--- src/rtl/pid_pkg.sv ---
// -----------------------------------------------------------------------------
// pid_pkg
// Shared types and default constants for the buck-converter PID compensator.
//   - state_t   : compensator FSM states
//   - mac_op_t  : accumulator operation requested from the FSM (hold/load/acc)
//   - mac_sel_t : which coefficient/error pair feeds the single multiplier
//   - DEF_*     : default widths and duty clamp limits
//   - ERR_W     : width of the signed error term (ADC width plus sign)
//   - clamp_code: duty limit expressed in accumulator units (d << frac)
// Optional feature macro used by the block: PID_DERIV_EN.
// -----------------------------------------------------------------------------
package pid_pkg;

   localparam int DEF_ADC_W    = 12;
   localparam int DEF_COEF_W   = 12;
   localparam int DEF_FRAC     = 8;
   localparam int DEF_ACC_W    = 28;
   localparam int DEF_DUTY_W   = 7;
   localparam int DEF_DUTY_MAX = 120;
   localparam int DEF_DUTY_MIN = 0;

   localparam int ERR_W = DEF_ADC_W + 1;

   // Clamp limits in accumulator (Q.FRAC) units for the default build
   localparam int DEF_CLAMP_HI = DEF_DUTY_MAX << DEF_FRAC;
   localparam int DEF_CLAMP_LO = DEF_DUTY_MIN << DEF_FRAC;

   typedef enum logic [2:0] {IDLE, ERR, MA, MB, MC, SAT} state_t;
   typedef enum logic [1:0] {MAC_HOLD, MAC_LOAD, MAC_ACC} mac_op_t;
   typedef enum logic [1:0] {SEL_A, SEL_B, SEL_C} mac_sel_t;

   function automatic longint clamp_code(input int d, input int frac);
      return longint'(d) <<< frac;
   endfunction

endpackage

--- src/rtl/pid_mac.sv ---
// -----------------------------------------------------------------------------
// pid_mac
// Registered signed multiply-accumulate shared by all PID terms.
// Ports:
//   clk, rst         : clock, synchronous active-high reset (clears acc)
//   op               : MAC_HOLD / MAC_LOAD (acc <= load_val) / MAC_ACC (acc += a*b)
//   sel              : SEL_A (k_a*e0), SEL_B (k_b*e1), SEL_C (k_c*e2)
//   e0, e1, e2       : signed error history operands
//   k_a, k_b, k_c    : signed Q.FRAC coefficients
//   load_val         : value loaded into acc (previous control output)
//   acc              : accumulator
// -----------------------------------------------------------------------------
module pid_mac import pid_pkg::*; #(
   parameter int E_W    = ERR_W,
   parameter int COEF_W = DEF_COEF_W,
   parameter int ACC_W  = DEF_ACC_W
) (
   input  logic                     clk,
   input  logic                     rst,
   input  logic [1:0]               op,
   input  logic [1:0]               sel,
   input  logic signed [E_W-1:0]    e0,
   input  logic signed [E_W-1:0]    e1,
   input  logic signed [E_W-1:0]    e2,
   input  logic signed [COEF_W-1:0] k_a,
   input  logic signed [COEF_W-1:0] k_b,
   input  logic signed [COEF_W-1:0] k_c,
   input  logic signed [ACC_W-1:0]  load_val,
   output logic signed [ACC_W-1:0]  acc
);

   localparam int P_W = E_W + COEF_W;

   logic signed [E_W-1:0]    opa;
   logic signed [COEF_W-1:0] opb;
   logic signed [P_W-1:0]    prod;

   always_comb begin
      opa = e0;
      opb = k_a;
      case (sel)
         SEL_B:   begin opa = e1; opb = k_b; end
         SEL_C:   begin opa = e2; opb = k_c; end
         default: ;
      endcase
   end

   assign prod = opa * opb;

   always_ff @(posedge clk) begin
      if (rst) begin
         acc <= '0;
      end else begin
         case (op)
            MAC_LOAD: acc <= load_val;
            // signed cast sign-extends the product into the accumulator
            MAC_ACC:  acc <= acc + ACC_W'(prod);
            default:  ;
         endcase
      end
   end

endmodule

--- src/rtl/pid_compensator.sv ---
// -----------------------------------------------------------------------------
// pid_compensator
// Buck-converter PID compensator: one incremental PID update per rising edge
// of comp_tick, time-multiplexed on a single MAC, saturated duty output.
// Optional feature: `define PID_DERIV_EN adds the k_c*e[n-2] term (MC state,
// e2 history); without it the block is a PI form and k_c is ignored.
// Ports:
//   clk, rst        : clock, synchronous active-high reset
//   comp_tick       : compensator strobe (rising edge starts an update)
//   adc_data, vref  : unsigned ADC sample and reference code
//   k_a, k_b, k_c   : signed Q.FRAC coefficients for e[n], e[n-1], e[n-2]
//   duty            : duty command, held between updates
//   duty_valid      : one-cycle pulse on each duty update
//   busy            : FSM not IDLE
//   sat             : last update was clamped
//   overrun         : sticky, a tick edge arrived while busy
// -----------------------------------------------------------------------------
module pid_compensator import pid_pkg::*; #(
   parameter int ADC_W    = DEF_ADC_W,
   parameter int COEF_W   = DEF_COEF_W,
   parameter int FRAC     = DEF_FRAC,
   parameter int ACC_W    = DEF_ACC_W,
   parameter int DUTY_W   = DEF_DUTY_W,
   parameter int DUTY_MAX = DEF_DUTY_MAX,
   parameter int DUTY_MIN = DEF_DUTY_MIN
) (
   input  logic                     clk,
   input  logic                     rst,
   input  logic                     comp_tick,
   input  logic [ADC_W-1:0]         adc_data,
   input  logic [ADC_W-1:0]         vref,
   input  logic signed [COEF_W-1:0] k_a,
   input  logic signed [COEF_W-1:0] k_b,
   input  logic signed [COEF_W-1:0] k_c,
   output logic [DUTY_W-1:0]        duty,
   output logic                     duty_valid,
   output logic                     busy,
   output logic                     sat,
   output logic                     overrun
);

   localparam int E_W = ADC_W + 1;
   localparam logic signed [ACC_W-1:0] CLAMP_HI = ACC_W'(clamp_code(DUTY_MAX, FRAC));
   localparam logic signed [ACC_W-1:0] CLAMP_LO = ACC_W'(clamp_code(DUTY_MIN, FRAC));

   state_t   state, nxt;
   mac_op_t  mac_op;
   mac_sel_t mac_sel;

   logic                    tick_q;
   logic                    start;
   logic signed [E_W-1:0]   e0, e1;
   logic signed [E_W-1:0]   e2_op;
   logic signed [COEF_W-1:0] kc_op;
   logic signed [ACC_W-1:0] u_prev;
   logic signed [ACC_W-1:0] acc;
   logic signed [ACC_W-1:0] clamped;
   logic                    clamp_hit;

   // tick_q resets high so a strobe already asserted at reset release is not
   // mistaken for a fresh edge
   assign start = comp_tick & ~tick_q;
   assign busy  = (state != IDLE);

`ifdef PID_DERIV_EN
   logic signed [E_W-1:0] e2;
   assign e2_op = e2;
   assign kc_op = k_c;
`else
   logic unused_kc;
   assign e2_op     = '0;
   assign kc_op     = '0;
   assign unused_kc = ^k_c;
`endif

   pid_mac #(
      .E_W    (E_W),
      .COEF_W (COEF_W),
      .ACC_W  (ACC_W)
   ) u_mac (
      .clk      (clk),
      .rst      (rst),
      .op       (mac_op),
      .sel      (mac_sel),
      .e0       (e0),
      .e1       (e1),
      .e2       (e2_op),
      .k_a      (k_a),
      .k_b      (k_b),
      .k_c      (kc_op),
      .load_val (u_prev),
      .acc      (acc)
   );

   // ---------------- FSM ----------------
   always_ff @(posedge clk) begin
      if (rst) state <= IDLE;
      else     state <= nxt;
   end

   always_comb begin
      nxt     = state;
      mac_op  = MAC_HOLD;
      mac_sel = SEL_A;
      case (state)
         IDLE: if (start) nxt = ERR;
         ERR: begin
            // acc starts from the previous (already clamped) output: incremental form
            mac_op = MAC_LOAD;
            nxt    = MA;
         end
         MA: begin
            mac_op  = MAC_ACC;
            mac_sel = SEL_A;
            nxt     = MB;
         end
         MB: begin
            mac_op  = MAC_ACC;
            mac_sel = SEL_B;
`ifdef PID_DERIV_EN
            nxt     = MC;
`else
            nxt     = SAT;
`endif
         end
`ifdef PID_DERIV_EN
         MC: begin
            mac_op  = MAC_ACC;
            mac_sel = SEL_C;
            nxt     = SAT;
         end
`endif
         SAT:     nxt = IDLE;
         default: nxt = IDLE;
      endcase
   end

   // ---------------- saturation ----------------
   always_comb begin
      clamped   = acc;
      clamp_hit = 1'b0;
      if (acc > CLAMP_HI) begin
         clamped   = CLAMP_HI;
         clamp_hit = 1'b1;
      end else if (acc < CLAMP_LO) begin
         clamped   = CLAMP_LO;
         clamp_hit = 1'b1;
      end
   end

   // ---------------- datapath / outputs ----------------
   always_ff @(posedge clk) begin
      if (rst) begin
         tick_q     <= 1'b1;
         duty       <= '0;
         duty_valid <= 1'b0;
         sat        <= 1'b0;
         overrun    <= 1'b0;
         u_prev     <= '0;
         e0         <= '0;
         e1         <= '0;
`ifdef PID_DERIV_EN
         e2         <= '0;
`endif
      end else begin
         tick_q     <= comp_tick;
         duty_valid <= 1'b0;
         if (start && state != IDLE)
            overrun <= 1'b1;
         if (state == ERR)
            e0 <= $signed({1'b0, vref}) - $signed({1'b0, adc_data});
         if (state == SAT) begin
            // storing the clamped value (not raw acc) is the anti-windup
            u_prev     <= clamped;
            duty       <= clamped[FRAC +: DUTY_W];
            sat        <= clamp_hit;
            duty_valid <= 1'b1;
            e1         <= e0;
`ifdef PID_DERIV_EN
            e2         <= e1;
`endif
         end
      end
   end

endmodule

--- config.mk ---
export PLATFORM = sky130hd
export DESIGN_NAME = pid_compensator
export DESIGN_NICKNAME = d
export VERILOG_FILES = /design/src/rtl/pid_pkg.sv /design/src/rtl/pid_mac.sv /design/src/rtl/pid_compensator.sv
export SDC_FILE = /design/constraint.sdc
export NUM_CORES = 1
export LEC_CHECK = 0
export BUFFER_PORTS_ARGS = -buffer_cell sky130_fd_sc_hd__buf_2
export CAP_MARGIN = 20
export CORE_MARGIN = 1
export CORE_UTILIZATION = 30
export DETAILED_ROUTE_END_ITERATION = 8
export GPL_ROUTABILITY_DRIVEN = 1
export GPL_TIMING_DRIVEN = 0
export PLACE_DENSITY_LB_ADDON = 0.05
export REMOVE_ABC_BUFFERS = 1
export SYNTH_ARGS = -nofsm -noshare
export SYNTH_HDL_FRONTEND = slang
export SYNTH_SLANG_ARGS = --single-unit
--- constraint.sdc ---
create_clock -name clk -period 9.1 [get_ports clk]
set_input_delay 1.365 -clock clk [delete_from_list [all_inputs] [get_ports clk]]
set_output_delay 1.365 -clock clk [all_outputs]
set_load 0.05 [all_outputs]
# After elaboration in Yosys (flattened, before gate mapping)
# Cells that the tools add are included.
totals:
  in_bits: 63
  regBits: 96
  wordCells: 43
  out_inout_bits: 11
op_classes:
  n_bitwise: 2
  muxes: 12
  n_reduce_logical: 5
  add_sub_neg: 2
  n_lt_le_gt_ge: 2
  eq_ne: 9
  n_mul: 1
op_table:
  columns: ["operator", "n"]
  rows:
  - ["28-bit 2-to-1 mux", 2]
  - ["28-bit case mux with 2 select lines", 1]
  - ["28-bit by 25-bit adder with 28-bit output", 1]
  - ["28-bit by 16-bit > comparator with 1-bit output (second input constant)", 1]
  - ["28-bit by 1-bit < comparator with 1-bit output (second input constant)", 1]
  - ["13-bit case mux with 2 select lines", 1]
  - ["13-bit by 12-bit multiplier with 25-bit output", 1]
  - ["12-bit case mux with 2 select lines", 1]
  - ["12-bit by 12-bit subtractor with 13-bit output", 1]
  - ["3-bit case mux with 4 select lines", 1]
  - ["3-bit by 2-bit == test with 1-bit output (second input constant)", 2]
  - ["1-bit 2-to-1 mux", 4]
  - ["2-bit case mux with 2 select lines", 1]
  - ["3-bit by 1-bit == test with 1-bit output (second input constant)", 1]
  - ["3-bit == test (second input constant)", 1]
  - ["3-bit zero test", 1]
  - ["3-bit 2-to-1 mux", 1]
  - ["3-bit nonzero test", 1]
  - ["1-bit by 2-bit == test with 1-bit output (second input constant)", 1]
  - ["2-bit by 1-bit == test with 1-bit output (second input constant)", 1]
  - ["2-bit == test (second input constant)", 1]
  - ["2-bit != test (second input constant)", 1]
  - ["2-bit nonzero test", 1]
  - ["2-bit OR reduction", 1]
  - ["other kinds (4)", 4]

# Depth between registers and ports, before layout
depth:
  ltp_word: 7
  depth_mapped: 28
  depth_no_buf: 24

# Cells and area by module
# A second synthesis with hierarchy kept.
hier_totals:
  hier_cells: 1368
  area_unflattened_um2: 11602.4
modules_own_cells:
  columns: ["mod", "area_per_inst_um2", "n_inst", "cells_each", "seq_area_each_um2"]
  rows:
  - ["pid_mac", 8848.5, 1, 1030, 560.5]
  - ["pid_compensator", 2753.9, 1, 338, 1201.2]

# Worst setup path before layout
# OpenSTA, ideal clock, no wires.
synth_timing:
  kind: "input port to flip-flop"
  start: "in k_a[0]"
  end: "reg u_mac.acc[24]"
  path_stages: 20
  path_buffers: 1
  required_time_ns: 8.997
  path_slack_ns: 2.241
  setup_time_ns: 0.103
  arrival_ns: 6.756
  cell_sequence: "mux2i_1 or2_2 fa_1 fa_1 inv_1 fa_1 fa_1 inv_1 fa_1 inv_1 ha_1 ha_1 buf_2 nand4_1 nor2_1 and3_1 a2111oi_2 nand2_1 and3_4 a2111oi_2"
synth_between:
  elab_chain_cells: 4
synth_lines:
  columns: ["item", "line_no", "text"]
  rows:
  - ["start: declaration", "pid_compensator.sv:32", "input logic signed [COEF_W-1:0] k_a,"]
  - ["12-bit case mux with 2 select lines", "pid_mac.sv:41", "case (sel)"]
  - ["13-bit by 12-bit multiplier with 25-bit output", "pid_mac.sv:48", "assign prod = opa * opb;"]
  - ["28-bit by 25-bit adder with 28-bit output", "pid_mac.sv:57", "MAC_ACC: acc <= acc + ACC_W'(prod);"]
  - ["28-bit case mux with 2 select lines", "pid_mac.sv:54", "case (op)"]
  - ["end signal: assignment", "pid_mac.sv:55", "MAC_LOAD: acc <= load_val;"]
  - ["end signal: assignment", "pid_mac.sv:57", null]
  - ["end: declaration", "pid_mac.sv:29", "output logic signed [ACC_W-1:0] acc"]
# No other way between the ends.
# A chain may end at the register's enable or synchronous reset.

# Worst setup path in the final report
layout_timing:
  start: "reg state[1]"
  end: "reg u_mac.acc[24]"
layout_between:
  elab_chain_cells: 7
  word_cells_on_any_way: 16
  classes_between: "add/sub: 1; mul: 1; eq/ne: 7; mux: 5; reduce/logical: 2"
layout_lines:
  columns: ["item", "line_no", "text"]
  rows:
  - ["start: declaration", "pid_compensator.sv:46", "state_t state, nxt;"]
  - ["start signal: assignment", "pid_compensator.sv:98", "else state <= nxt;"]
  - ["3-bit by 2-bit == test with 1-bit output", "pid_compensator.sv:105", "case (state)"]
  - ["1-bit 2-to-1 mux", "pid_compensator.sv:105", null]
  - ["1-bit by 2-bit == test with 1-bit output or 1-bit == test (tied branches)", "pid_mac.sv:41", null]
  - ["13-bit case mux with 2 select lines or 12-bit case mux with 2 select lines (tied branches)", "pid_mac.sv:41", null]
  - ["13-bit by 12-bit multiplier with 25-bit output", "pid_mac.sv:48", null]
  - ["28-bit by 25-bit adder with 28-bit output", "pid_mac.sv:57", null]
  - ["28-bit case mux with 2 select lines", "pid_mac.sv:54", null]
# Several ways; a longest one is shown, not always the timed one.

==> run_results.csv <==
group,metric,value,unit
cts,clkLatencyLatePin,0.34,ns
yosys,ys_seq_area_share,15.6,%
timing,slew_viol_final,0,
final_layout,nets,1651,
timing,skew,0.0147,ns
die,core-area,36800,µm²
yosys,synthCells,1277,
pwr,p_leak,0.00596,µW
die,start_util,30.6,%
place,io_buffers,61,
place,place_hpwl,26500,µm
timing,finalHoldViolations,0,
cts,cts_root_buf,"clkbuf_16",
global_route,antenna_found_initial,0,
timing,maxSlewHeadroom,25.1,%
routing,first_pass_iters,5,
yosys,synth.distinct_cells,62,
worst_setup_path,setup.worst_path.class,"register to register",
global_route,grt_pass1_vias,8980,
final_layout,nFillCells,3985,
worst_setup_path,cp.arrival,8.12,ns
final_layout,drive_above_1_share,10.2,%
outcome,outcome,"finished clean",
worst_setup_path,start_kind,"register",
timing,period_needed,7.88,ns
yosys,synthFlopType,"dfxtp_1",
routing,wl_per_cell,17.5,µm
global_route,grt_pass1_wl,50500,µm
global_route,grt_max_degree,80,
die,rows,70,
yosys,synthesis.area,11300,µm²
cts,post_cts_buffers,0,
final_layout,diodes,0,
cts,clock_sinks,88,
yosys,ys_seq_elements,88,
timing,fmax,127,MHz
die,ios,74,
final_layout,stdcell_count,1787,
yosys,synth_area_leader_cell,"fa_1",
timing,worst_pin_slew,1.09,ns
place,post-place-ws,1.11,ns
worst_setup_path,crit_fanout,24,
pwr,power_density,178,nW/µm²
routing,drc,0,
yosys,ys_async_sr_fraction,0,%
timing,rsz0062_at_grt,"no",
yosys,avgSynthCellArea,8.83,µm²
place,place_inst,1771,
routing,antenna_left,0,
timing,finalSetupViolCount,0,
yosys,synth_area_leaders,"fa_1, dfxtp_1, ha_1",
cts,cts_tree,"built",
flow_run,maxCapViolations,0,
die,die_w,196,µm
yosys,yosysWarnings,0,
cts,cts_buffers,9,
cts,clk_path_buf_depth,2,
place,place_congestion,0.784,
routing,vias,8529,
timing,final.period_utilization,86.6,%
final_layout,areaGrowthSynthToFinish,10.6,%
cts,post_cts_resized,0,
yosys,yosys.area.top_type_share,33.2,%
die,die_area,38300,µm²
pwr,ir_drop,0.000216,V
timing,setup_ws,1.22,ns
cts,clk_pin_slew_worst_paths,0.07,ns
yosys,synth_edf_count,0,
global_route,overflow,0,
routing,finalWirelength,31200,µm
cts,ctsHoldBuffers,0,
worst_setup_path,required,9.34,ns
routing,via_per_inst,4.77,
worst_setup_path,end_kind,"register",
routing,first_iter_violations,400,
die,chipHeight,196,µm
cts,htree_levels,3,
global_route,grt_usage,17.1,%
hold_path,min_path_type,"register to register",
final_layout,final_core_util,33.9,%
[routing by layer]
layer  GRT usage [%]  part of all wire (%)  vias to the layer above
met1            22.9                    46                     4285
met3            1.36                   1.9                        9
met2            30.7                    51                       85
met5               0                     0                        -
li1                -                     -                     4150
met4            1.91                  0.48                        0
[path summary, 6_finish.rpt]
kind	slack (ns)	start	cells after the start	endpoint
setup / recovery	1.22	state[1]$_SDFFE_PP0P_	22	u_mac.acc[24]$_SDFFE_PP0P_
hold / removal	0.46	e1[0]$_SDFFE_PP0P_	2	e1[0]$_SDFFE_PP0P_
setup reg to reg	1.22	state[1]$_SDFFE_PP0P_	22	u_mac.acc[24]$_SDFFE_PP0P_
hold reg to reg	0.46	e1[0]$_SDFFE_PP0P_	2	e1[0]$_SDFFE_PP0P_
[placed cells by master (no fill, tap or decap), types with 8 or more instances in the layout]
| cell | count |
|---|---|
| a211oi_1 | 10 |
| nor2_1 | 135 |
| and2_1 | 18 |
| nand2_1 | 153 |
| buf_4 | 8 |
| xnor2_1 | 17 |
| dfxtp_1 | 88 |
| nand4_1 | 8 |
| mux2i_1 | 25 |
| nor3_1 | 11 |
| a21oi_1 | 76 |
| fa_1 | 187 |
| o211ai_1 | 8 |
| a21o_1 | 8 |
| nand2b_1 | 10 |
| ha_1 | 87 |
| a22oi_1 | 16 |
| mux2_2 | 18 |
| inv_1 | 221 |
| o21ai_0 | 12 |
| clkbuf_16 | 9 |
| buf_2 | 60 |
| a311oi_1 | 8 |
| nor4_1 | 8 |
| xor2_1 | 10 |
[sequential cells by signal (all words and copies together), names as in the netlist]
register    cells
u_prev         21
tick_q          1
sat             1
duty            6
e1             13
overrun         1
u_mac.acc      28
duty_valid      1
e0             13
state           3
[logic make-up after synthesis]
group,Yosys count,share of synthesized area (%)
adder cells (fa/ha/maj),274,42.9
multiplexers,44,4.11
buffers and inverters,276,9.69
AO/OA/AOI/OAI,182,10.5
flip-flops,88,15.6
XOR/XNOR,27,2.10
AND/OR/NAND/NOR,386,15.1
[through the flow]
| stage | hold slack (ns) | cell area [µm²] | TNS (ns) | total power, µW |
|---|---|---|---|---|
| finish | 0.457 | 12500 | 0 | 2220 |
| global route | 0.485 | 12500 | 0 | 2460 |
| global placement | 0.442 | 11900 | -35.00 | 1860 |
| floorplan | 0.430 | 11000 | 0 | 1480 |
| detailed placement | 0.447 | 12200 | 0 | 1870 |
| CTS | 0.459 | 12500 | 0 | 2270 |
[where the power goes]
group	leakage, µW	switching [µW]	internal (µW)
clock network	0.000144	163	223
logic	0.00510	846	566
registers	0.000712	20.9	405
total	0.00596	1030	1190
[synth_stat cells (all sizes together), types with 9 or more instances]
cell type and n:
o211ai 9, inv 221, fa 187, nor2 135, xnor2 17, o21ai 13
mux2 18, nor3 12, and2 19, a22oi 16, clkbuf 23, mux2i 26
a21oi 77, xor2 10, ha 87, nand2b 10, nand2 154, dfxtp 88
buf 32, a211oi 10
[worst max-delay path, stage by stage (launching register included)]
cell and delay, ns:
dfxtp_1 0.49, nor2b_2 0.27, nand2_2 0.44, mux2i_1 0.92, nor2_1 0.20, inv_1 0.13
fa_1 0.77, fa_1 0.64, inv_1 0.05, fa_1 0.47, fa_1 0.55, inv_1 0.05
fa_1 0.48, inv_1 0.04, ha_1 0.27, ha_1 0.40, nand4_1 0.18, nor2_1 0.10
and3_1 0.24, a2111oi_2 0.34, nand2_1 0.19, and3_4 0.23, a2111oi_2 0.31
[final cells by class]
type / count / area [µm²] / share of cell area [%]
clock buffers: 11 / 243 / 1.95
flip-flops and latches: 88 / 1760 / 14.1
inverters: 221 / 830 / 6.66
well taps: 468 / 586 / 4.70
multi-input cells: 913 / 8430 / 67.6
repair buffers: 81 / 551 / 4.42
clock inverters: 5 / 65.1 / 0.522
No activity file was read; power rests on OpenSTA's default activity.
